### src/rtl/alu_mdu_seq.sv
// =====================================================================
// alu_mdu_seq : registered EX-stage ALU with iterative RV32M mul/div
// rev 1.0
// =====================================================================
`default_nettype none

module alu_mdu_seq #(
  parameter int N      = 32,
  parameter bit DIV_EN = 1'b1
) (
  input  logic         clk,
  input  logic         rst,
  input  logic         flush,
  input  logic         in_valid,
  output logic         in_ready,
  input  logic [4:0]   op,
  input  logic [N-1:0] a,
  input  logic [N-1:0] b,
  output logic         out_valid,
  output logic [N-1:0] result,
  output logic         zero,
  output logic         sf,
  output logic         cf,
  output logic         vf,
  output logic         busy
);

  localparam int SW = $clog2(N);
  localparam int CW = $clog2(N + 1);
  localparam logic [1:0]    c_IDLE  = 2'd0;
  localparam logic [1:0]    c_MUL   = 2'd1;
  localparam logic [1:0]    c_DIV   = 2'd2;
  localparam logic [CW-1:0] c_ITERS = CW'(N);
  localparam logic [N-1:0]  c_MIN   = {1'b1, {(N-1){1'b0}}};

  logic [1:0]     r_state, w_next;
  logic [CW-1:0]  r_cnt;
  logic [2*N-1:0] r_acc;
  logic [N-1:0]   r_opb;
  logic [1:0]     r_f3;
  logic           r_neg;
  logic           r_out_valid, r_zf, r_sf, r_cf, r_vf;
  logic [N-1:0]   r_result;

  logic           w_accept;
  logic [N-1:0]   w_bop, w_base;
  logic [N:0]     w_sum;
  logic           w_cf, w_sf, w_zf, w_vf;
  logic [SW-1:0]  w_sh;

  assign w_accept = in_valid & in_ready;
  assign w_bop    = op[2] ? -b : b;
  assign w_sum    = {1'b0, a} + {1'b0, w_bop};
  assign w_cf     = w_sum[N];
  assign w_sf     = w_sum[N-1];
  assign w_zf     = (w_sum[N-1:0] == '0);
  // Overflow judged against the true b so that subtracting the most negative value is handled
  assign w_vf     = op[2] ? ((a[N-1] != b[N-1]) && (w_sum[N-1] != a[N-1]))
                          : ((a[N-1] == b[N-1]) && (w_sum[N-1] != a[N-1]));
  assign w_sh     = b[SW-1:0];

  always_comb begin
    w_base = '0;
    case (op[3:0])
      4'b0010: w_base = w_sum[N-1:0];
      4'b0110: w_base = w_sum[N-1:0];
      4'b0000: w_base = a & b;
      4'b0001: w_base = a | b;
      4'b0011: w_base = a ^ b;
      4'b1000: w_base = b;
      4'b1001: w_base = a << w_sh;
      4'b1010: w_base = a >> w_sh;
      4'b1011: w_base = $unsigned($signed(a) >>> w_sh);
      4'b1100: w_base = {{(N-1){1'b0}}, w_sf ^ w_vf};
      4'b1101: w_base = {{(N-1){1'b0}}, ~w_cf};
      default: w_base = '0;
    endcase
  end

  logic [2:0]   w_f3;
  logic         w_isdiv, w_sgn_a, w_sgn_b, w_na, w_nb, w_neg, w_special;
  logic [N-1:0] w_ma, w_mb, w_spec_res;

  assign w_f3    = op[2:0];
  assign w_isdiv = w_f3[2];
  assign w_sgn_a = w_isdiv ? ~w_f3[0] : ((w_f3 == 3'b001) || (w_f3 == 3'b010));
  assign w_sgn_b = w_isdiv ? ~w_f3[0] : (w_f3 == 3'b001);
  assign w_na    = w_sgn_a & a[N-1];
  assign w_nb    = w_sgn_b & b[N-1];
  assign w_ma    = w_na ? -a : a;
  assign w_mb    = w_nb ? -b : b;
  assign w_neg   = (w_isdiv && w_f3[1]) ? w_na : (w_na ^ w_nb);

  always_comb begin
    w_special  = 1'b0;
    w_spec_res = '0;
    if (w_isdiv) begin
      if (!DIV_EN) begin
        w_special = 1'b1;
      end else if (b == '0) begin
        w_special  = 1'b1;
        w_spec_res = w_f3[1] ? a : '1;
      end else if (!w_f3[0] && (a == c_MIN) && (b == '1)) begin
        w_special  = 1'b1;
        w_spec_res = w_f3[1] ? '0 : a;
      end
    end
  end

  // r_acc = {partial product, multiplier} for MUL and {remainder, quotient} for DIV
  logic [N:0]     w_msum, w_rsh, w_rdiff;
  logic [2*N-1:0] w_iter, w_prod;
  logic [N-1:0]   w_dval, w_fin, w_mres;

  assign w_msum  = {1'b0, r_acc[2*N-1:N]} + (r_acc[0] ? {1'b0, r_opb} : '0);
  assign w_rsh   = r_acc[2*N-1:N-1];
  assign w_rdiff = w_rsh - {1'b0, r_opb};
  assign w_iter  = (r_state == c_MUL) ? {w_msum, r_acc[N-1:1]}
                 : (w_rdiff[N] ? {w_rsh[N-1:0], r_acc[N-2:0], 1'b0}
                               : {w_rdiff[N-1:0], r_acc[N-2:0], 1'b1});
  assign w_prod  = r_neg ? -r_acc : r_acc;
  assign w_dval  = r_f3[1] ? r_acc[2*N-1:N] : r_acc[N-1:0];
  assign w_fin   = (r_state == c_MUL) ? ((r_f3 == 2'b00) ? w_prod[N-1:0] : w_prod[2*N-1:N])
                                      : (r_neg ? -w_dval : w_dval);
  assign w_mres  = (r_state == c_IDLE) ? w_spec_res : w_fin;

  always_ff @(posedge clk) begin
    if (rst) r_state <= c_IDLE;
    else     r_state <= w_next;
  end

  always_comb begin
    w_next = r_state;
    case (r_state)
      c_IDLE:  if (w_accept && op[4] && !w_special) w_next = w_isdiv ? c_DIV : c_MUL;
      c_MUL,
      c_DIV:   if (r_cnt == c_ITERS) w_next = c_IDLE;
      default: w_next = c_IDLE;
    endcase
    if (flush) w_next = c_IDLE;
  end

  always_comb begin
    busy     = (r_state != c_IDLE);
    in_ready = (r_state == c_IDLE) && !rst;
  end

  always_ff @(posedge clk) begin
    if (rst) begin
      r_out_valid <= 1'b0;
      r_result    <= '0;
      {r_zf, r_sf, r_cf, r_vf} <= 4'b0000;
      r_acc       <= '0;
      r_opb       <= '0;
      r_f3        <= 2'b00;
      r_neg       <= 1'b0;
      r_cnt       <= '0;
    end else begin
      r_out_valid <= 1'b0;
      if (flush) begin
        r_cnt <= '0;
      end else if (w_accept && !op[4]) begin
        r_out_valid <= 1'b1;
        r_result    <= w_base;
        {r_zf, r_sf, r_cf, r_vf} <= {w_zf, w_sf, w_cf, w_vf};
      end else if (w_accept && w_special) begin
        r_out_valid <= 1'b1;
        r_result    <= w_mres;
        {r_zf, r_sf, r_cf, r_vf} <= {(w_mres == '0), w_mres[N-1], 2'b00};
      end else if (w_accept) begin
        r_acc <= {{N{1'b0}}, (w_isdiv ? w_ma : w_mb)};
        r_opb <= w_isdiv ? w_mb : w_ma;
        r_f3  <= w_f3[1:0];
        r_neg <= w_neg;
        r_cnt <= '0;
      end else if (r_state != c_IDLE) begin
        if (r_cnt == c_ITERS) begin
          r_out_valid <= 1'b1;
          r_result    <= w_mres;
          {r_zf, r_sf, r_cf, r_vf} <= {(w_mres == '0), w_mres[N-1], 2'b00};
        end else begin
          r_acc <= w_iter;
          r_cnt <= r_cnt + CW'(1);
        end
      end
    end
  end

  assign out_valid = r_out_valid;
  assign result    = r_result;
  assign zero      = r_zf;
  assign sf        = r_sf;
  assign cf        = r_cf;
  assign vf        = r_vf;

endmodule

`default_nettype wire

### config.mk
export PLATFORM = sky130hd
export DESIGN_NAME = alu_mdu_seq
export DESIGN_NICKNAME = d
export VERILOG_FILES = /design/src/rtl/alu_mdu_seq.sv
export SDC_FILE = /design/constraint.sdc
export NUM_CORES = 1
export LEC_CHECK = 0
export ABC_AREA = 1
export ABC_CLOCK_PERIOD_IN_PS = 3960
export BUFFER_PORTS_ARGS = -buffer_cell sky130_fd_sc_hd__buf_2
export CORE_MARGIN = 8
export CORE_UTILIZATION = 34
export DETAILED_ROUTE_END_ITERATION = 7
export PLACE_DENSITY = 0.51
export SLEW_MARGIN = 20
export SYNTH_ARGS = -nofsm -noshare
export SYNTH_HDL_FRONTEND = slang
export SYNTH_SLANG_ARGS = --single-unit
### constraint.sdc
create_clock -name clk -period 3.96 [get_ports clk]
set_input_delay 0.198 -clock clk [delete_from_list [all_inputs] [get_ports clk]]
set_output_delay 0.198 -clock clk [all_outputs]
set_load 0.02 [all_outputs]
==> results of run 1 <==
sequential cells by signal (all words and copies together) (netlist names), 2 cells and up:
register / count
r_acc: 64
r_cnt: 6
r_f3: 2
r_opb: 32
r_state: 2
result: 32
worst max-delay path, delay by kind of cell:
family          cells  cell delay [ns]
simple gates       16             1.66
xor+xnor            2             0.64
buf+inv             4             0.35
fa+ha+maj           2             0.53
compound gates      4             0.69
stage by stage:
step / hold slack (ns) / cell area (um^2) / instances
3_5_place_dp: 0.470 / 29500 / 6023
5_1_grt: 0.135 / 30100 / 6057
4_1_cts: 0.108 / 30100 / 6055
3_3_place_gp: 0.460 / 29500 / 6023
2_1_floorplan: 0.360 / 25900 / 4795
6_report: 0.134 / 30100 / 6061
routing by layer:
metal  wire length (um)  part of all wire (%)  vias to the layer above
li1                   -                     -                    16479
met1              63100                    40                    16130
met2              68700                    43                     1884
met3              12900                   8.2                      474
met4              13600                   8.6                        6
met5                 48                 0.030                        -
power groups by stage:
stage	Sequential (uW)	Clock, uW	Combinational, uW
after global routing	2000	1730	15500
after CTS	1990	1690	14100
after floorplan	1840	0	8750
after detailed placement	2020	0	14000
after global placement	2030	0	14100
final	2010	1670	14400
area by class of cell:
type | count | area [um^2]
multi-input combinational | 3925 | 20100
antenna | 5 | 12.5
inverter | 487 | 1830
tap | 978 | 1220
clock buffer | 18 | 429
timing repair buffer | 490 | 3480
fill | 8739 | 45500
sequential | 144 | 2890
clock inverter | 14 | 144
layout by cell type, fill, tap and decap left out, types with 21 or more instances in the layout:
cell / n
xor2_1: 82
nor2_1: 516
nor3_1: 74
nand4_1: 60
o22ai_1: 22
buf_2: 109
o211ai_1: 66
a221oi_1: 24
a21oi_1: 346
o21ai_0: 497
nand3_1: 337
inv_1: 460
ha_1: 170
a31oi_1: 31
a211oi_1: 29
xnor2_1: 32
dfxtp_1: 142
o21ai_1: 21
nand2_1: 1419
buf_4: 375
cell families (layout without fill, tap and decap cells):
logic type	Yosys count	count (layout)	share of synthesized area [%]
muxes	12	12	0.465
DFF	144	144	11.2
adders and majority gates	174	174	8.51
and+or+nand+nor	2490	2490	39.9
other	0	5	0
xor gates and xnor gates	116	116	3.93
buffers and inverters	726	1009	11.2
AOI/OAI and AO/OA	1133	1133	24.8
worst max-delay path by stage:
stage          from         end  depth (start not counted)
3_3_place_gp   b[0]        zero                         28
3_5_place_dp   b[0]        zero                         28
6_report       b[0]        zero                         28
4_1_cts        b[0]        zero                         28
2_1_floorplan  b[1]   result[0]                         30
5_1_grt        b[0]  result[29]                         28
==> results.cfg, run 1 <==
[yosys]
synth_edf_count = 0
synth_top_area_share_pct = 20.6
async_flop_share_pct = 0
ys.flop_type = dfxtp_1
yosysUniqueCellTypes = 64
yosys-top-cells-count = nand2_1, nor2_1, o21ai_0, inv_1, a21oi_1
ys_seq_elements = 144
yosysTopAreaCell = nand2_1
syn_area_um2 = 25800
syn_area_per_cell_um2 = 5.39
ys_warn_count = 0
synth.most_common_cell = nand2_1
synth_fp_nets = 5042
synth_top_cells_by_area = nand2_1, dfxtp_1, o21ai_0
ys_seq_area_share_pct = 11.2
netlist_instances = 4795

[worst_setup_path]
end_kind = register
reg2reg_slack_ns = 0.36
reg2reg_from = r_acc[1]
cp.arrival_ns = 4.09
path_max_fanout = 3
max_stage_delay_ns = 0.35
cpMostUsedCell = nand2_1
cp_slowest_cell = xor2_1
path_class = primary input to register
critPathRequiredTime_ns = 4.39
startpoint_type = primary input
r2r_cells = 18
r2r-end = zero

[global_route]
met3_usage_pct = 5.88
grt_pass1_vias = 32814
antenna_found_initial = 14
grt_use_met1_pct = 43.8
grt.busiest_layer = met2
grt_max_degree = 75
grt_remaining_overflow = 0
grt_use_total_pct = 35.5
grt_pass1_wl_um = 226000
globalRouteMet2Util_pct = 55.6

[clocking]
clkSinkCount = 144
clk_pin_slew_ns = 0.07
root_buffer = clkbuf_16
cts_buffer_depth = 2
cts-buffers-inserted = 17
cts_hold_buf = 0
clk_latency_ns = 0.48
cts_tree = done
cts_setup_buffers = 0
htreeDepth = 4
cts_resized = 0

[worst_hold_path]
holdCritPathClass = primary input to register
hold_depth = 3
hold_end = r_state[0]
hp-start = flush

[drt]
via_per_inst = 5.77
drt-initial-drc-count = 4063
wirelength_um = 158000
ant_nets = 0
avgRoutedWirePerCell_um = 26.1
vias = 34973
drc = 0
first_pass_iters = 7

[place]
pre_cts_slack_ns = -0.171
io_buffer_count = 111
gp_congestion = 1.08
dpl.hpwl_um = 129000

[floorplanning]
rows = 101
fp.coreArea_um2 = 75600
dieArea_um2 = 85100
die_h_um = 292
ios = 112
fp.dieW_um = 292
start_util_pct = 34.2

[timing]
setup_viol = 0
worst_pin_slew_ns = 1.07
finalCritPeriodShare_pct = 92.6
finalHoldViolCount = 0
slew_violations = 0
max_slew_margin_pct = 28.1
rsz0062_at_grt = false
final.setup.tns_ns = 0
layout_setup_ws_ns = 0.294
fin_worst_skew_ns = 0.0167
fmax_mhz = 273
period_needed_ns = 3.67

[power_and_ir_drop]
seq_power_share_pct = 11.1
p_per_area_nw_per_um2 = 601
totalPowerFinal_uw = 18100
p_sw_share_pct = 61.3
p_leak_uw = 0.0153
p_switching_uw = 11100
internal-power_uw = 7010
irDropWorstVdd_v = 0.00132
pwr-share-clk_pct = 9.2
pwr-share-comb_pct = 79.7

[finish]
final_nets = 5312
areaGrowthSynthToFinish_pct = 16.5
fin_util_pct = 39.8
layout-drive-gt1-share_pct = 12.0

[status]
outcome = completed

[flow_run]
cap_viol_max_count = 0
(Power assumes the default switching activity.)
==> run 2: changes to the inputs <==
- CORE_UTILIZATION: 34 -> 40
- PLACE_DENSITY: 0.51 -> 0.58
==> run 2 against run 1 <==
  * Global-route usage increased by 5.1 points
  * Power down 1.3%
  * Worst hold slack worse by 0.063 ns
  * Utilization rose by 6.6 points
  * Wire length shrank 1.8%
  * Non-clock buffer count is 31 lower
  * Sequential power is essentially flat
  * Clock skew shrank 0.0020 ns
  * Sequential share of layout area increased by 0.11 points
  * Critical endpoint is now result[16]
  * Largest power group unchanged
==> results.cfg, run 2 (synthesis gave the netlist of run 1 again) <==
[status]
outcome = completed

[worst_setup_path]
r2r_cells = 18
end_kind = register
startpoint_type = primary input
cp.arrival_ns = 4.10
critPathRequiredTime_ns = 4.38
path_max_fanout = 26
path_class = primary input to register

[clocking]
clkSinkCount = 144
cts_tree = done
root_buffer = clkbuf_16
cts_buffer_depth = 2
htreeDepth = 4
cts-buffers-inserted = 17
clk_latency_ns = 0.47
clk_pin_slew_ns = 0.07

[power_and_ir_drop]
pwr-share-comb_pct = 79.6
p_switching_uw = 10800
p_per_area_nw_per_um2 = 600
pwr-share-clk_pct = 9.3
p_leak_uw = 0.0151
irDropWorstVdd_v = 0.00110
seq_power_share_pct = 11.2
p_sw_share_pct = 60.6
internal-power_uw = 7030

[finish]
layout-drive-gt1-share_pct = 11.5
layout_common_cells = nand2_1, nor2_1, o21ai_0
finalNonFillerCells = 5906
stdcell_area_um2 = 29800
fillCellCount = 7430
largest_reg_flops = 64
areaGrowthSynthToFinish_pct = 15.1
regMostFlops = r_acc
fin_util_pct = 46.4
final_nets = 5281
final_common_cell = nand2_1

[global_route]
grt_pass1_vias = 32570
grt_use_total_pct = 40.6
grt_max_degree = 90
antenna_found_initial = 6
grt_pass1_wl_um = 223000
grt_remaining_overflow = 0

[timing]
finalCritPeriodShare_pct = 93.0
fin_worst_skew_ns = 0.0147
setup_viol = 0
max_slew_margin_pct = 23.9
slew_violations = 0
period_needed_ns = 3.68
timing.hold.ws_ns = 0.0710
finalHoldViolCount = 0
rsz0062_at_grt = false
fmax_mhz = 272
worst_pin_slew_ns = 1.13

[place]
place_inst = 5870
gp_congestion = 1.11
place_area_um2 = 29200
dpl.hpwl_um = 126000
io_buffer_count = 111

[worst_hold_path]
holdCritPathClass = primary input to register
hold_depth = 2

[drt]
ant_nets = 0
avgRoutedWirePerCell_um = 26.3
vias = 35146
drt-initial-drc-count = 4627
drc = 0
first_pass_iters = 7
via_per_inst = 5.95
wirelength_um = 156000

[floorplanning]
fp.coreArea_um2 = 64100
rows = 93
fp.dieW_um = 270
start_util_pct = 40.3
die_h_um = 270
ios = 112
dieArea_um2 = 73000

[flow_run]
cap_viol_max_count = 0
-- run 2: worst max-delay path: stages --
cell	delay, ns
buf_2	0.11
buf_4	0.22
nor2_4	0.17
inv_2	0.06
nor2_4	0.19
nand3_1	0.14
nand2_1	0.08
nand2_1	0.06
o21ai_0	0.33
ha_1	0.36
a21oi_1	0.23
o21ai_0	0.11
inv_1	0.10
nand2_1	0.06
a21oi_1	0.24
inv_1	0.10
nand2_1	0.07
nand2_1	0.05
xor2_1	0.16
buf_4	0.17
o21ai_0	0.34
buf_4	0.19
a21oi_1	0.08
or2_1	0.23
inv_1	0.05
-- run 2: metal layers --
layer	wire length (um)	part of all wire (%)	vias up	GRT usage, %
met5	32	0.021	-	0
met4	14900	9.5	4	32.3
met3	14000	9.0	552	7.82
met2	65500	42	1984	61.9
met1	61100	39	16189	49.6
li1	-	-	16417	-
-- run 2: power groups by stage --
stage / logic [uW] / clock network [uW] / registers (uW)
after global routing: 15300 / 1720 / 1980
after floorplan: 8750 / 0 / 1840
after detailed placement: 13800 / 0 / 1990
after CTS: 13800 / 1670 / 1960
after global placement: 13800 / 0 / 1990
final: 14200 / 1660 / 1990
-- run 2: final timing paths --
check,startpoint,endpoint,slack (ns)
hold / removal,rst,r_acc[2],0.07
setup / recovery,b[0],result[16],0.28
setup reg to reg,r_acc[1],zero,0.34
hold reg to reg,cf,cf,0.48
-- run 2: final cells by class --
type | instances | area, um^2 | area share, %
inverters | 487 | 1830 | 6.15
flip-flops and latches | 144 | 2890 | 9.70
diodes | 4 | 10.0 | 0.0336
clock buffers | 18 | 429 | 1.44
multi-input cells | 3925 | 20100 | 67.5
clock inverters | 14 | 138 | 0.462
repair buffers | 459 | 3310 | 11.1
well taps | 855 | 1070 | 3.59
-- run 2: metrics by stage --
step                      setup WS [ns]  TNS (ns)  total power (uW)
after global placement           -0.163    -0.478             15800
after floorplan                  0.0674         0             10600
after CTS                         0.211         0             17500
after detailed placement         -0.284     -1.35             15800
after global routing             0.0448         0             19000
final                             0.277         0             17900
-- run 2: repair_timing --
action,CTS,global route
setup endpoints to repair,0,5
buffers inserted,0,0
gates resized for setup,0,2
hold buffers,0,0
